<file path="src/rtl/iter_divider_pkg.sv">
// Shared types and helpers for the iterative integer divider.
package iter_divider_pkg;

    localparam int XLEN = 32;

    typedef enum logic [1:0] {
        IDLE = 2'd0,
        CALC = 2'd1,
        DONE = 2'd2
    } div_state_t;

    function automatic logic [XLEN-1:0] cond_neg(
        input logic            neg,
        input logic [XLEN-1:0] v
    );
        return neg ? (~v + XLEN'(1)) : v;
    endfunction

endpackage

</file>
<file path="src/rtl/div_restore_step.sv">
// One restoring-division iteration: shift in a bit, trial-subtract.
module div_restore_step
    import iter_divider_pkg::*;
(
    input  logic [XLEN:0]   rem_i,
    input  logic [XLEN-1:0] divisor_i,
    input  logic            bit_i,
    output logic [XLEN:0]   rem_o,
    output logic            q_bit_o
);

    logic [XLEN+1:0] shifted;
    logic [XLEN+1:0] diff;

    always_comb begin
        shifted = {rem_i, bit_i};
        diff    = shifted - {2'b00, divisor_i};
        q_bit_o = ~diff[XLEN+1];
        rem_o   = q_bit_o ? diff[XLEN:0] : shifted[XLEN:0];
    end

endmodule

</file>
<file path="src/rtl/iter_divider.sv">
// Multi-cycle radix-2 restoring divider for DIV/MOD, signed and unsigned.
module iter_divider
    import iter_divider_pkg::*;
(
    input  logic            clk,
    input  logic            rst_n,
    input  logic            flush_i,
    input  logic            req_valid_i,
    output logic            req_ready_o,
    input  logic            opd_unsigned_i,
    input  logic            op_mod_i,
    input  logic [XLEN-1:0] dividend_i,
    input  logic [XLEN-1:0] divisor_i,
    output logic            resp_valid_o,
    input  logic            resp_ready_i,
    output logic [XLEN-1:0] result_o
);

    div_state_t      state;
    logic [4:0]      cnt;
    logic [XLEN:0]   rem;
    logic [XLEN-1:0] quo;
    logic [XLEN-1:0] dvs;
    logic [XLEN-1:0] result_q;
    logic            neg_q;
    logic            neg_r;
    logic            op_mod;

    logic            a_neg;
    logic            b_neg;
    logic [XLEN-1:0] a_mag;
    logic [XLEN-1:0] b_mag;
    logic [XLEN:0]   rem_nx;
    logic            q_bit;
    logic [XLEN-1:0] q_fin;
    logic [XLEN-1:0] fix;

    always_comb begin
        a_neg = ~opd_unsigned_i & dividend_i[XLEN-1];
        b_neg = ~opd_unsigned_i & divisor_i[XLEN-1];
        a_mag = cond_neg(a_neg, dividend_i);
        b_mag = cond_neg(b_neg, divisor_i);
        q_fin = {quo[XLEN-2:0], q_bit};
        fix   = op_mod ? cond_neg(neg_r, rem_nx[XLEN-1:0])
                       : cond_neg(neg_q, q_fin);
    end

    // quo starts as the dividend magnitude; its MSB feeds each step
    // while quotient bits shift in from the bottom.
    div_restore_step u_step (
        .rem_i     (rem),
        .divisor_i (dvs),
        .bit_i     (quo[XLEN-1]),
        .rem_o     (rem_nx),
        .q_bit_o   (q_bit)
    );

    always_ff @(posedge clk or negedge rst_n) begin
        if (!rst_n) begin
            state    <= IDLE;
            cnt      <= '0;
            rem      <= '0;
            quo      <= '0;
            dvs      <= '0;
            result_q <= '0;
            neg_q    <= 1'b0;
            neg_r    <= 1'b0;
            op_mod   <= 1'b0;
        end else if (flush_i) begin
            state <= IDLE;
        end else begin
            unique case (state)
                IDLE: begin
                    if (req_valid_i) begin
                        op_mod <= op_mod_i;
                        neg_q  <= a_neg ^ b_neg;
                        neg_r  <= a_neg;
                        if (divisor_i == '0) begin
                            state    <= DONE;
                            result_q <= '1;
                        end else begin
                            state <= CALC;
                            cnt   <= 5'd31;
                            rem   <= '0;
                            quo   <= a_mag;
                            dvs   <= b_mag;
                        end
                    end
                end
                CALC: begin
                    rem <= rem_nx;
                    quo <= q_fin;
                    cnt <= cnt - 5'd1;
                    if (cnt == '0) begin
                        state    <= DONE;
                        result_q <= fix;
                    end
                end
                DONE: begin
                    if (resp_ready_i) state <= IDLE;
                end
                default: state <= IDLE;
            endcase
        end
    end

    assign req_ready_o  = (state == IDLE);
    assign resp_valid_o = (state == DONE);
    assign result_o     = result_q;

endmodule

</file>
<file path="config.mk">
export PLATFORM = sky130hd
export DESIGN_NAME = iter_divider
export DESIGN_NICKNAME = d
export VERILOG_FILES = /design/src/rtl/iter_divider_pkg.sv /design/src/rtl/div_restore_step.sv /design/src/rtl/iter_divider.sv
export SDC_FILE = /design/constraint.sdc
export NUM_CORES = 1
export LEC_CHECK = 0
export BUFFER_PORTS_ARGS = -buffer_cell sky130_fd_sc_hd__buf_4
export CELL_PAD_IN_SITES_DETAIL_PLACEMENT = 1
export CELL_PAD_IN_SITES_GLOBAL_PLACEMENT = 1
export CORE_ASPECT_RATIO = 2
export CORE_MARGIN = 3
export CORE_UTILIZATION = 49
export DETAILED_ROUTE_END_ITERATION = 10
export PLACE_DENSITY = 0.83
export SLEW_MARGIN = 20
export SYNTH_ARGS = -nofsm -noshare
export SYNTH_HDL_FRONTEND = slang
export SYNTH_SLANG_ARGS = --single-unit
</file>
<file path="constraint.sdc">
create_clock -name clk -period 11.3 [get_ports clk]
set_input_delay 1.13 -clock clk [delete_from_list [all_inputs] [get_ports clk]]
set_output_delay 1.13 -clock clk [all_outputs]
set_load 0.02 [all_outputs]
</file>
==> impl_metrics.csv, run 1 <==
group,metric,value,unit
global_routing,grt-busiest-layer,"met2",
clock_network,cts_max_path_buffers,2,
critical_path,endpoint,"result_o[28]",
critical_path,cp-start-kind,"register",
route,route.detailed.drc,0,
global_routing,grt_pass1_vias,11600,
timing,fin_ws,5.00,ns
critical_path,crit_start,"rem[9]",
logic_synthesis,syn-num-nets,1486,
logic_synthesis,yosys-top-cells-area,"dfrtp_1 31%, xor2_1 5.9%, o21ai_0 5.8%",
critical_path,critPathKind,"register to register",
clock_network,cts_setup_buffers,0,
timing,final.setup.tns,0,ns
logic_synthesis,synthFlopType,"dfrtp_1",
timing,hold_viol_final,0,
clock_network,h-tree-depth,4,
route,vias_per_cell,6.33,
critical_path,r2r_setup_slack,5.00,ns
placement,place.gp.congestion,0.899,
pwr,vdd_drop_max,0.000209,V
logic_synthesis,post_synth_num_cell_types,83,
critical_path,slowest_delay,0.70,ns
critical_path,reg2reg_depth,18,
timing,skew,0.00857,ns
die,die_area,24600,um2
run,max_cap_viol_count,0,
logic_synthesis,synth_top_area_share,31.3,%
finish,design_area,12700,um2
logic_synthesis,ys_async_sr_fraction,100,%
die,die_w,112,um
logic_synthesis,avgSynthCellArea,8.07,um2
global_routing,gr-usage-met3,3.78,%
critical_path,regToRegStartpoint,"rem[9]",
pwr,power.leakage,5.31,nW
timing,whs,0.489,ns
clock_network,path_clk_slew,0.06,ns
placement,portBuffers,104,
min_path,hold_path_class,"register to register",
finish,n_antenna_cell,0,
timing,max-slew-margin-rel,17.8,%
critical_path,path_buf_inv,2,
finish,nets,1553,
logic_synthesis,yosys_warnings,0,
placement,post_dp_cell_area,12100,um2
global_routing,grt.met1_usage,32.7,%
timing,fin_crit,6.30,ns
critical_path,cpLargestDelayFamily,"compound AO/OA/AOI/OAI gates",
timing,rsz0062_at_grt,"false",
logic_synthesis,synthCells,1376,
finish,drive_gt1_share,12.8,%
timing,worstMarginPinSlew,1.22,ns
run_status,status,"completed",
clock_network,root_buffer,"clkbuf_16",
route,final_antenna_net_count,0,
critical_path,cp.depth,18,
global_routing,track_usage,30.9,%
route,routed_wl,37800,um
die,start_util,50.1,%
die,rows,77,
clock_network,cts_tree,"yes",
critical_path,worstPathMaxFanout,43,
route,vias,11000,
critical_path,rr_endpoint,"result_o[28]",
global_routing,grt_pass1_wl,60500,um
global_routing,antenna_found_initial,0,
die,ios,105,
die,core_area,22200,um2
timing,post-route-period-util,55.7,%
critical_path,slowest_stage,"o41ai_1",
finish,syn_to_final_growth,14.6,%
global_routing,use_met2,58.6,%
global_routing,grt_max_degree,77,
critical_path,crit_chain,"ha_1, nand2_1, nor4_4, o211ai_2, a211oi_2, o31a_1, nor2_8, inv_2, buf_4, mux2i_1, ha_1, nand2_1, nand4b_1, o41ai_1, nand4_1, o31ai_1, xnor2_1, a21oi_1",
critical_path,cp.arrival,6.61,ns
clock_network,insertion_delay,0.44,ns
logic_synthesis,synthesis.area,11100,um2
logic_synthesis,ys_seq_area_share,31.3,%
global_routing,overflow,0,
route,wl_per_cell,21.8,um
route,firstDrtPassIters,5,
clock_network,clock-sinks,139,
placement,preCtsSetupSlack,5.10,ns
die,die_height,219,um
timing,timing.fmax,0.159,GHz
min_path,worstHoldStart,"dvs[29]",
critical_path,cp-end-kind,"register",
timing,slew_viol_final,0,
timing,finalSetupViolations,0,
logic_synthesis,synth_edf_count,0,
pwr,total_power,4.28,mW
placement,dp_hpwl,28800,um
logic_synthesis,synth-seq-cells,139,
logic_synthesis,yosys.area.top_type,"dfrtp_1",
clock_network,cts_resized,0,
route,drt_iter0_markers,530,
clock_network,cts_made_buffers,17,
critical_path,worstPathRequired,11.61,ns
clock_network,hold_buffers,0,
pwr,power_density,336,nW/um2
## power breakdown
part / internal (mW) / switching [mW]
clock network: 0.398 / 0.227
logic: 0.979 / 1.77
registers: 0.686 / 0.217
total: 2.06 / 2.21
## sequential cells by signal (all words and copies together) (netlist names)
signal    cells
rem          33
quo          32
dvs          32
cnt           5
neg_q         1
neg_r         1
state         2
result_o     32
op_mod        1
## routing by layer
metal / up-vias / part of all wire, %
met2: 300 / 55
met5: - / 0
met3: 115 / 3.8
li1: 5106 / -
met1: 5445 / 36
met4: 0 / 5.2
## layout make-up
cell class | count | area, um2
Multi-Input combinational cell | 1112 | 7160
Fill cell | 2743 | 9430
Timing Repair Buffer | 115 | 867
Sequential cell | 139 | 3480
Inverter | 58 | 218
Clock buffer | 22 | 494
Tap cell | 276 | 345
Clock inverter | 10 | 161
## synthesized netlist by cell type, drive strengths merged, types with 11 or more instances
cell,count
o21ai,134
a221o,11
xor2,75
nand2,124
o41ai,13
nand3,17
a211oi,12
clkbuf,52
nor2,156
or3,23
buf,15
nand2b,12
a21o,16
nor4,20
inv,58
o22ai,16
o211ai,13
nand4,11
dfrtp,139
nor3,33
nor2b,12
a21oi,128
xnor2,66
ha,38
o31ai,29
mux2i,28
## worst min-delay path, stage by stage, from the launching register on
cell,delay [ns]
dfrtp_1,0.34
nand2_1,0.05
o21ai_0,0.06
## worst min-delay path by stage
stage | end | slack, ns | cells after the start
2_1_floorplan | dvs[27] | 0.45 | 2
3_3_place_gp | dvs[27] | 0.47 | 2
3_5_place_dp | dvs[29] | 0.48 | 2
4_1_cts | dvs[29] | 0.49 | 2
5_1_grt | result_o[9] | 0.52 | 1
6_report | dvs[29] | 0.49 | 2
## kinds of logic (layout without fill, tap and decap cells)
family	count (synthesis)	in the layout	synth area share (%)
simple gates	455	455	20.2
xor+xnor	141	141	11.1
flops	139	139	31.3
buf+inv	125	205	4.47
compound gates	441	441	25.1
mux	36	36	3.34
fa+ha+maj	39	39	4.46
## stage by stage
stage / util (%) / std cells
2_1_floorplan: - / 1376
3_3_place_gp: 54.5 / 1700
3_5_place_dp: 54.5 / 1700
4_1_cts: 57.4 / 1732
5_1_grt: 57.4 / 1732
6_report: 57.4 / 1732
## placed cells by master (no fill, tap or decap), types with 17 or more instances in the layout
| cell type | n |
|---|---|
| a21oi_1 | 125 |
| buf_4 | 114 |
| clkbuf_16 | 17 |
| dfrtp_1 | 139 |
| ha_1 | 38 |
| inv_1 | 57 |
| mux2i_1 | 28 |
| nand2_1 | 124 |
| nand3_1 | 17 |
| nor2_1 | 153 |
| nor3_1 | 32 |
| o21ai_0 | 128 |
| o31ai_1 | 28 |
| or3_1 | 20 |
| xnor2_1 | 66 |
| xor2_1 | 75 |
Power figures use the tool's default switching activity.
==> inputs of run 2 (changes only) <==
--- a/config.mk
+++ b/config.mk
@@ -5,14 +5,15 @@
 export SDC_FILE = /design/constraint.sdc
 export NUM_CORES = 1
 export LEC_CHECK = 0
+export ABC_AREA = 1
 export BUFFER_PORTS_ARGS = -buffer_cell sky130_fd_sc_hd__buf_4
 export CELL_PAD_IN_SITES_DETAIL_PLACEMENT = 1
 export CELL_PAD_IN_SITES_GLOBAL_PLACEMENT = 1
 export CORE_ASPECT_RATIO = 2
 export CORE_MARGIN = 3
-export CORE_UTILIZATION = 49
+export CORE_UTILIZATION = 44
 export DETAILED_ROUTE_END_ITERATION = 10
-export PLACE_DENSITY = 0.83
+export PLACE_DENSITY = 0.78
 export SLEW_MARGIN = 20
 export SYNTH_ARGS = -nofsm -noshare
 export SYNTH_HDL_FRONTEND = slang
==> constraint.sdc (replaced) <==
create_clock -name clk -period 6.15 [get_ports clk]
set_input_delay 0.615 -clock clk [delete_from_list [all_inputs] [get_ports clk]]
set_output_delay 0.615 -clock clk [all_outputs]
set_load 0.02 [all_outputs]
==> run 2 against run 1 <==
Net effect: non-clock buffer count unchanged; maximum frequency up 43%; critical path depth up 9; wire length up 23%; count of clock-buffer cells in the layout down 2; via count up 17%; sequential share of layout area down 1.9 points; critical path type unchanged; highest routed layer unchanged.
==> impl_metrics.csv, run 2 <==
group,metric,value,unit
route,routed_wl,46700,um
clock_network,cts_setup_buffers,0,
logic_synthesis,synthesis.area,12100,um2
logic_synthesis,avgSynthCellArea,6.68,um2
route,firstDrtPassIters,4,
logic_synthesis,yosys-top-cells-area,"dfrtp_1 29%, nand2_1 14%, inv_1 7.1%",
critical_path,cp-start-kind,"register",
clock_network,clock-sinks,139,
critical_path,slowest_delay,0.45,ns
logic_synthesis,synth_fa_ha_area_share,4.08,%
finish,drive_gt1_share,13.6,%
global_routing,grt_pass1_wl,72800,um
timing,skew,0.00697,ns
die,die_height,241,um
die,ios,105,
placement,post_dp_cell_area,13100,um2
die,start_util,45.0,%
logic_synthesis,synthCells,1820,
logic_synthesis,synth-seq-cells,139,
die,rows,85,
logic_synthesis,synthMuxAreaShare,0,%
critical_path,critPathKind,"register to register",
run,max_cap_viol_count,0,
critical_path,worstPathMaxFanout,46,
logic_synthesis,synth_top_area_share,28.6,%
route,route.detailed.drc,0,
finish,layout_commonest_cell,"nand2_1",
logic_synthesis,synth_edf_count,0,
timing,hold_viol_final,0,
global_routing,antenna_found_initial,0,
clock_network,cts_tree,"yes",
route,vias,12800,
logic_synthesis,ys_async_sr_fraction,100,%
timing,final.setup.tns,0,ns
finish,largest_register_ff_count,33,
finish,final_cell_mix,"440 x nand2_1, 230 x inv_1, 181 x nor2_1",
global_routing,overflow,0,
placement,portBuffers,104,
finish,design_area,13700,um2
timing,slew_viol_final,0,
clock_network,root_buffer,"clkbuf_16",
clock_network,insertion_delay,0.44,ns
critical_path,slowest_stage,"dfrtp_1",
global_routing,grt_max_degree,75,
clock_network,path_clk_slew,0.06,ns
placement,dp_hpwl,37200,um
route,vias_per_cell,5.66,
run_status,status,"completed",
logic_synthesis,synth_top_family_by_area,"simple AND/OR/NAND/NOR gates",
finish,largest_register,"rem",
critical_path,cp-end-kind,"register",
logic_synthesis,yosys_warnings,0,
timing,fin_crit,4.41,ns
finish,syn_to_final_growth,12.8,%
global_routing,grt_pass1_vias,13700,
clock_network,cts_made_buffers,17,
route,final_antenna_net_count,0,
timing,worstMarginPinSlew,1.10,ns
min_path,hold_path_class,"primary input to async pin",
die,die_area,29800,um2
logic_synthesis,synth-simple-area-share,33.9,%
logic_synthesis,synth_compound_area_share,17.4,%
route,wl_per_cell,20.7,um
placement,place.gp.congestion,0.936,
logic_synthesis,yosys.area.top_type,"dfrtp_1",
logic_synthesis,synth_most_common_cell,"nand2_1",
die,die_w,124,um
die,core_area,27000,um2
logic_synthesis,synthFlopType,"dfrtp_1",
clock_network,h-tree-depth,4,
critical_path,critPathMostFrequentCell,"nand2_1",
logic_synthesis,synth_xor_area_share,5.84,%
clock_network,cts_max_path_buffers,2,
finish,fin_cells,2259,
timing,finalSetupViolations,0,
clock_network,hold_buffers,0,
logic_synthesis,post_synth_num_cell_types,55,
logic_synthesis,ys_seq_area_share,28.6,%
logic_synthesis,synthTopCellsByCount,"440 x nand2_1, 230 x inv_1, 182 x nor2_1, 149 x o21ai_0, 139 x dfrtp_1",
critical_path,worstPathRequired,6.52,ns
timing,rsz0062_at_grt,"false",
global_routing,track_usage,32.2,%
logic_synthesis,syn-num-nets,1930,
route,drt_iter0_markers,457,
critical_path,cp.arrival,4.78,ns
placement,dp.cells,2227,
timing,post-route-period-util,71.7,%
finish,n_antenna_cell,0,
finish,nets,2008,
timing,timing.fmax,0.227,GHz
clock_network,cts_resized,0,
timing,max-slew-margin-rel,26.8,%
-- run 2: critical path, delay by kind of cell, from the launching register on --
family / cells / cell delay, ns
simple gates: 14 / 1.73
fa+ha+maj: 2 / 0.67
flops: 1 / 0.45
compound gates: 6 / 1.01
buf+inv: 5 / 0.47
-- run 2: stage by stage --
step | setup WS, ns | hold slack (ns) | util (%)
5_1_grt | 1.27 | 0.192 | 50.7
3_5_place_dp | 1.79 | 0.479 | 48.6
3_3_place_gp | 1.80 | 0.468 | 48.6
6_report | 1.74 | 0.148 | 50.7
4_1_cts | 1.74 | 0.179 | 50.7
2_1_floorplan | 2.62 | 0.319 | -
-- run 2: cells by family (layout without fill, tap and decap cells) --
family	after synthesis	count (layout)
xor+xnor	81	81
fa+ha+maj	39	39
compound gates	359	359
simple gates	908	908
flops	139	139
buf+inv	294	385
-- run 2: worst paths after layout --
| kind | from | to | slack, ns | depth (start not counted) |
|---|---|---|---|---|
| max reg2reg | rem[2] | result_o[30] | 1.74 | 27 |
| min in group clk | op_mod_i | op_mod | 0.39 | 3 |
| min reg2reg | cnt[0] | cnt[0] | 0.50 | 1 |
| max | rem[2] | result_o[30] | 1.74 | 27 |
| max in group asynchronous | rst_n | result_o[0] | 4.56 | 2 |
| min | rst_n | rem[31] | 0.15 | 1 |
-- run 2: cell type report --
type	instances	area (um2)
clock buffers	20	467
clock inverters	12	110
fillers	3719	13300
inverters	238	893
multi-input cells	1387	7450
flip-flops and latches	139	3480
well taps	348	435
repair buffers	115	867
-- run 2: routing by layer --
metal / wire length, um / track usage, % / up-vias
li1: - / - / 6121
met1: 16000 / 31.0 / 6210
met2: 24700 / 58.8 / 285
met3: 1300 / 4.39 / 161
met4: 4680 / 27.0 / 0
met5: 0 / 0 / -
Power of run 2 is left out: the tool's default activity adds up to more than one toggle a clock period on the data nets, which glitch-free logic cannot reach.
==> inputs of run 3 (changes only) <==
--- a/config.mk
+++ b/config.mk
@@ -5,13 +5,13 @@
 export SDC_FILE = /design/constraint.sdc
 export NUM_CORES = 1
 export LEC_CHECK = 0
-export ABC_AREA = 1
+export ABC_AREA = 0
 export BUFFER_PORTS_ARGS = -buffer_cell sky130_fd_sc_hd__buf_4
 export CELL_PAD_IN_SITES_DETAIL_PLACEMENT = 1
 export CELL_PAD_IN_SITES_GLOBAL_PLACEMENT = 1
 export CORE_ASPECT_RATIO = 2
 export CORE_MARGIN = 3
-export CORE_UTILIZATION = 44
+export CORE_UTILIZATION = 46
 export DETAILED_ROUTE_END_ITERATION = 10
 export PLACE_DENSITY = 0.78
 export SLEW_MARGIN = 20
==> constraint.sdc (replaced) <==
create_clock -name clk -period 4.2 [get_ports clk]
set_input_delay 0.42 -clock clk [delete_from_list [all_inputs] [get_ports clk]]
set_output_delay 0.42 -clock clk [all_outputs]
set_load 0.02 [all_outputs]
==> run 3 against run 2 <==
Net effect: the run now ends with setup timing left; first-iteration DRC count up 25%; sequential share of layout area down 1.7 points; setup slack worse by 2.0 ns; via count down 5.6%; flip-flop and latch count unchanged; global-route usage up 0.93 points; wire length down 3.5%; critical path depth down 3; worst hold slack worse by 0.14 ns; register-to-register slack worse by 2.0 ns; non-clock buffer count up 194.
==> impl_metrics.csv, run 3 (same netlist as run 1, synthesis figures left out) <==
group,metric,value,unit
critical_path,worstPathMaxFanout,5,
placement,dp_hpwl,32200,um
finish,design_area,14700,um2
placement,place.gp.congestion,0.921,
timing,hold_viol_final,0,
die,core_area,23500,um2
timing,final.setup.tns,-1.24,ns
timing,post-route-period-util,107,%
finish,layout_commonest_cell,"buf_4",
global_routing,grt_pass1_vias,12900,
global_routing,grt_pass1_wl,67500,um
critical_path,slowest_stage,"dfrtp_1",
finish,largest_register,"rem",
global_routing,track_usage,33.1,%
pwr,power.leakage,6.26,nW
critical_path,cp-start-kind,"register",
clock_network,h-tree-depth,4,
clock_network,cts_tree,"yes",
critical_path,reg2reg_depth,24,
finish,final_util,62.3,%
route,drt_iter0_markers,573,
finish,n_antenna_cell,0,
timing,rsz0062_at_grt,"true",
global_routing,antenna_found_initial,0,
route,wl_per_cell,23.3,um
timing,max-slew-margin-rel,29.1,%
route,vias,12100,
die,ios,105,
placement,post_dp_cell_area,13400,um2
run_status,status,"finished with violations",
clock_network,cts_max_path_buffers,2,
route,vias_per_cell,6.24,
finish,final_cell_mix,"300 x buf_4, 152 x nor2_1, 138 x dfrtp_1",
finish,nets,1747,
timing,finalSetupViolations,9,
critical_path,crit_chain,"ha_4, o211a_1, o31a_1, o211ai_2, a211oi_4, buf_6, nor4_4, buf_4, nor2_8, inv_4, nand2_1, o21ai_1, inv_1, ha_2, buf_6, inv_4, nor4b_2, o211ai_1, o41ai_4, buf_4, nand4_1, o31ai_2, xnor2_1, a21oi_1",
die,rows,79,
timing,fin_ws,-0.297,ns
route,route.detailed.drc,0,
min_path,hold_path_class,"primary input to async pin",
die,die_area,26200,um2
route,firstDrtPassIters,5,
clock_network,cts_made_buffers,17,
run_status,violations,"setup timing",
critical_path,worstPathRequired,4.53,ns
pwr,vdd_drop_max,0.000398,V
die,die_height,226,um
route,final_antenna_net_count,0,
die,start_util,47.2,%
clock_network,clock-sinks,139,
finish,drive_gt1_share,27.4,%
global_routing,overflow,0,
timing,worstMarginPinSlew,1.06,ns
timing,timing.fmax,0.222,GHz
clock_network,insertion_delay,0.46,ns
global_routing,grt_max_degree,77,
critical_path,cp-end-kind,"register",
timing,fin_crit,4.50,ns
placement,dp.cells,1865,
placement,portBuffers,104,
critical_path,cp.arrival,4.83,ns
finish,syn_to_final_growth,32.1,%
die,die_w,116,um
timing,slew_viol_final,0,
critical_path,slowest_delay,0.46,ns
pwr,power_density,949,nW/um2
clock_network,root_buffer,"clkbuf_16",
clock_network,path_clk_slew,0.07,ns
critical_path,critPathKind,"register to register",
finish,largest_register_ff_count,33,
route,routed_wl,45000,um
finish,fin_cells,1932,
run,max_cap_viol_count,0,
timing,skew,0.0113,ns
run 3: cell count changes in the layout (fill, tap and decap cells not counted), moves of 29 or more:
cell / before / now
nand2_1: 440 / 120
buf_4: 114 / 300
inv_1: 230 / 48
nand3_1: 137 / 17
a21oi_1: 69 / 114
xnor2_1: 27 / 66
nor2_1: 181 / 152
run 3: critical path: cells and delay by family, from the launching register on:
kind	cells	cell delay, ns
AOI/OAI and AO/OA	9	1.72
buffers and inverters	7	0.79
and+or+nand+nor	5	0.69
adders and majority gates	2	0.54
DFF	1	0.46
xor gates and xnor gates	1	0.18
run 3: worst paths after layout:
kind                                from      endpoint  slack, ns
worst min-delay path               rst_n        cnt[4]      0.006
max in group asynchronous          rst_n       rem[14]       3.22
worst max register to register    rem[2]  result_o[28]      -0.30
min in group clk                op_mod_i        op_mod       0.19
worst max-delay path              rem[2]  result_o[28]      -0.30
worst min register to register   dvs[29]       dvs[29]       0.50
run 3: power by group:
part	leakage, nW	internal (mW)	switching, mW
combinational	4.37	4.34	5.72
clock	0.262	0.841	0.637
sequential	1.63	1.84	0.540
total	6.26	7.03	6.89
run 3: per-stage QoR:
stage	setup WS (ns)	total power, mW	hold slack [ns]
after CTS	-0.0703	12.8	0.0263
final	-0.297	13.9	0.00586
after detailed placement	-0.161	10.8	0.484
after global routing	-0.476	14.7	0.0695
after floorplan	-0.164	7.37	0.124
after global placement	-0.0394	10.6	0.467
run 3: layer usage:
layer | routed length [um] | up-vias | GRT usage, % | part of all wire, %
li1 | - | 5496 | - | -
met1 | 15900 | 5981 | 34.0 | 35
met3 | 1440 | 202 | 3.92 | 3.2
met5 | 0 | - | 0 | 0
met2 | 24400 | 380 | 62.2 | 54
met4 | 3350 | 0 | 19.8 | 7.4
run 3: final cells by class:
type | instances | area (um2)
inverters | 58 | 223
fillers | 2837 | 8860
clock inverters | 10 | 92.6
repair buffers | 309 | 2380
flip-flops and latches | 139 | 3480
clock buffers | 21 | 460
well taps | 283 | 354
multi-input cells | 1112 | 7680
run 3: timing repair:
item / 4_1_cts / 5_1_grt
hold buffers: 0 / 0
setup endpoints to repair: 9 / 18
pin swaps: 25 / 46
buffers inserted: 17 / 21
resized for setup: 30 / 60
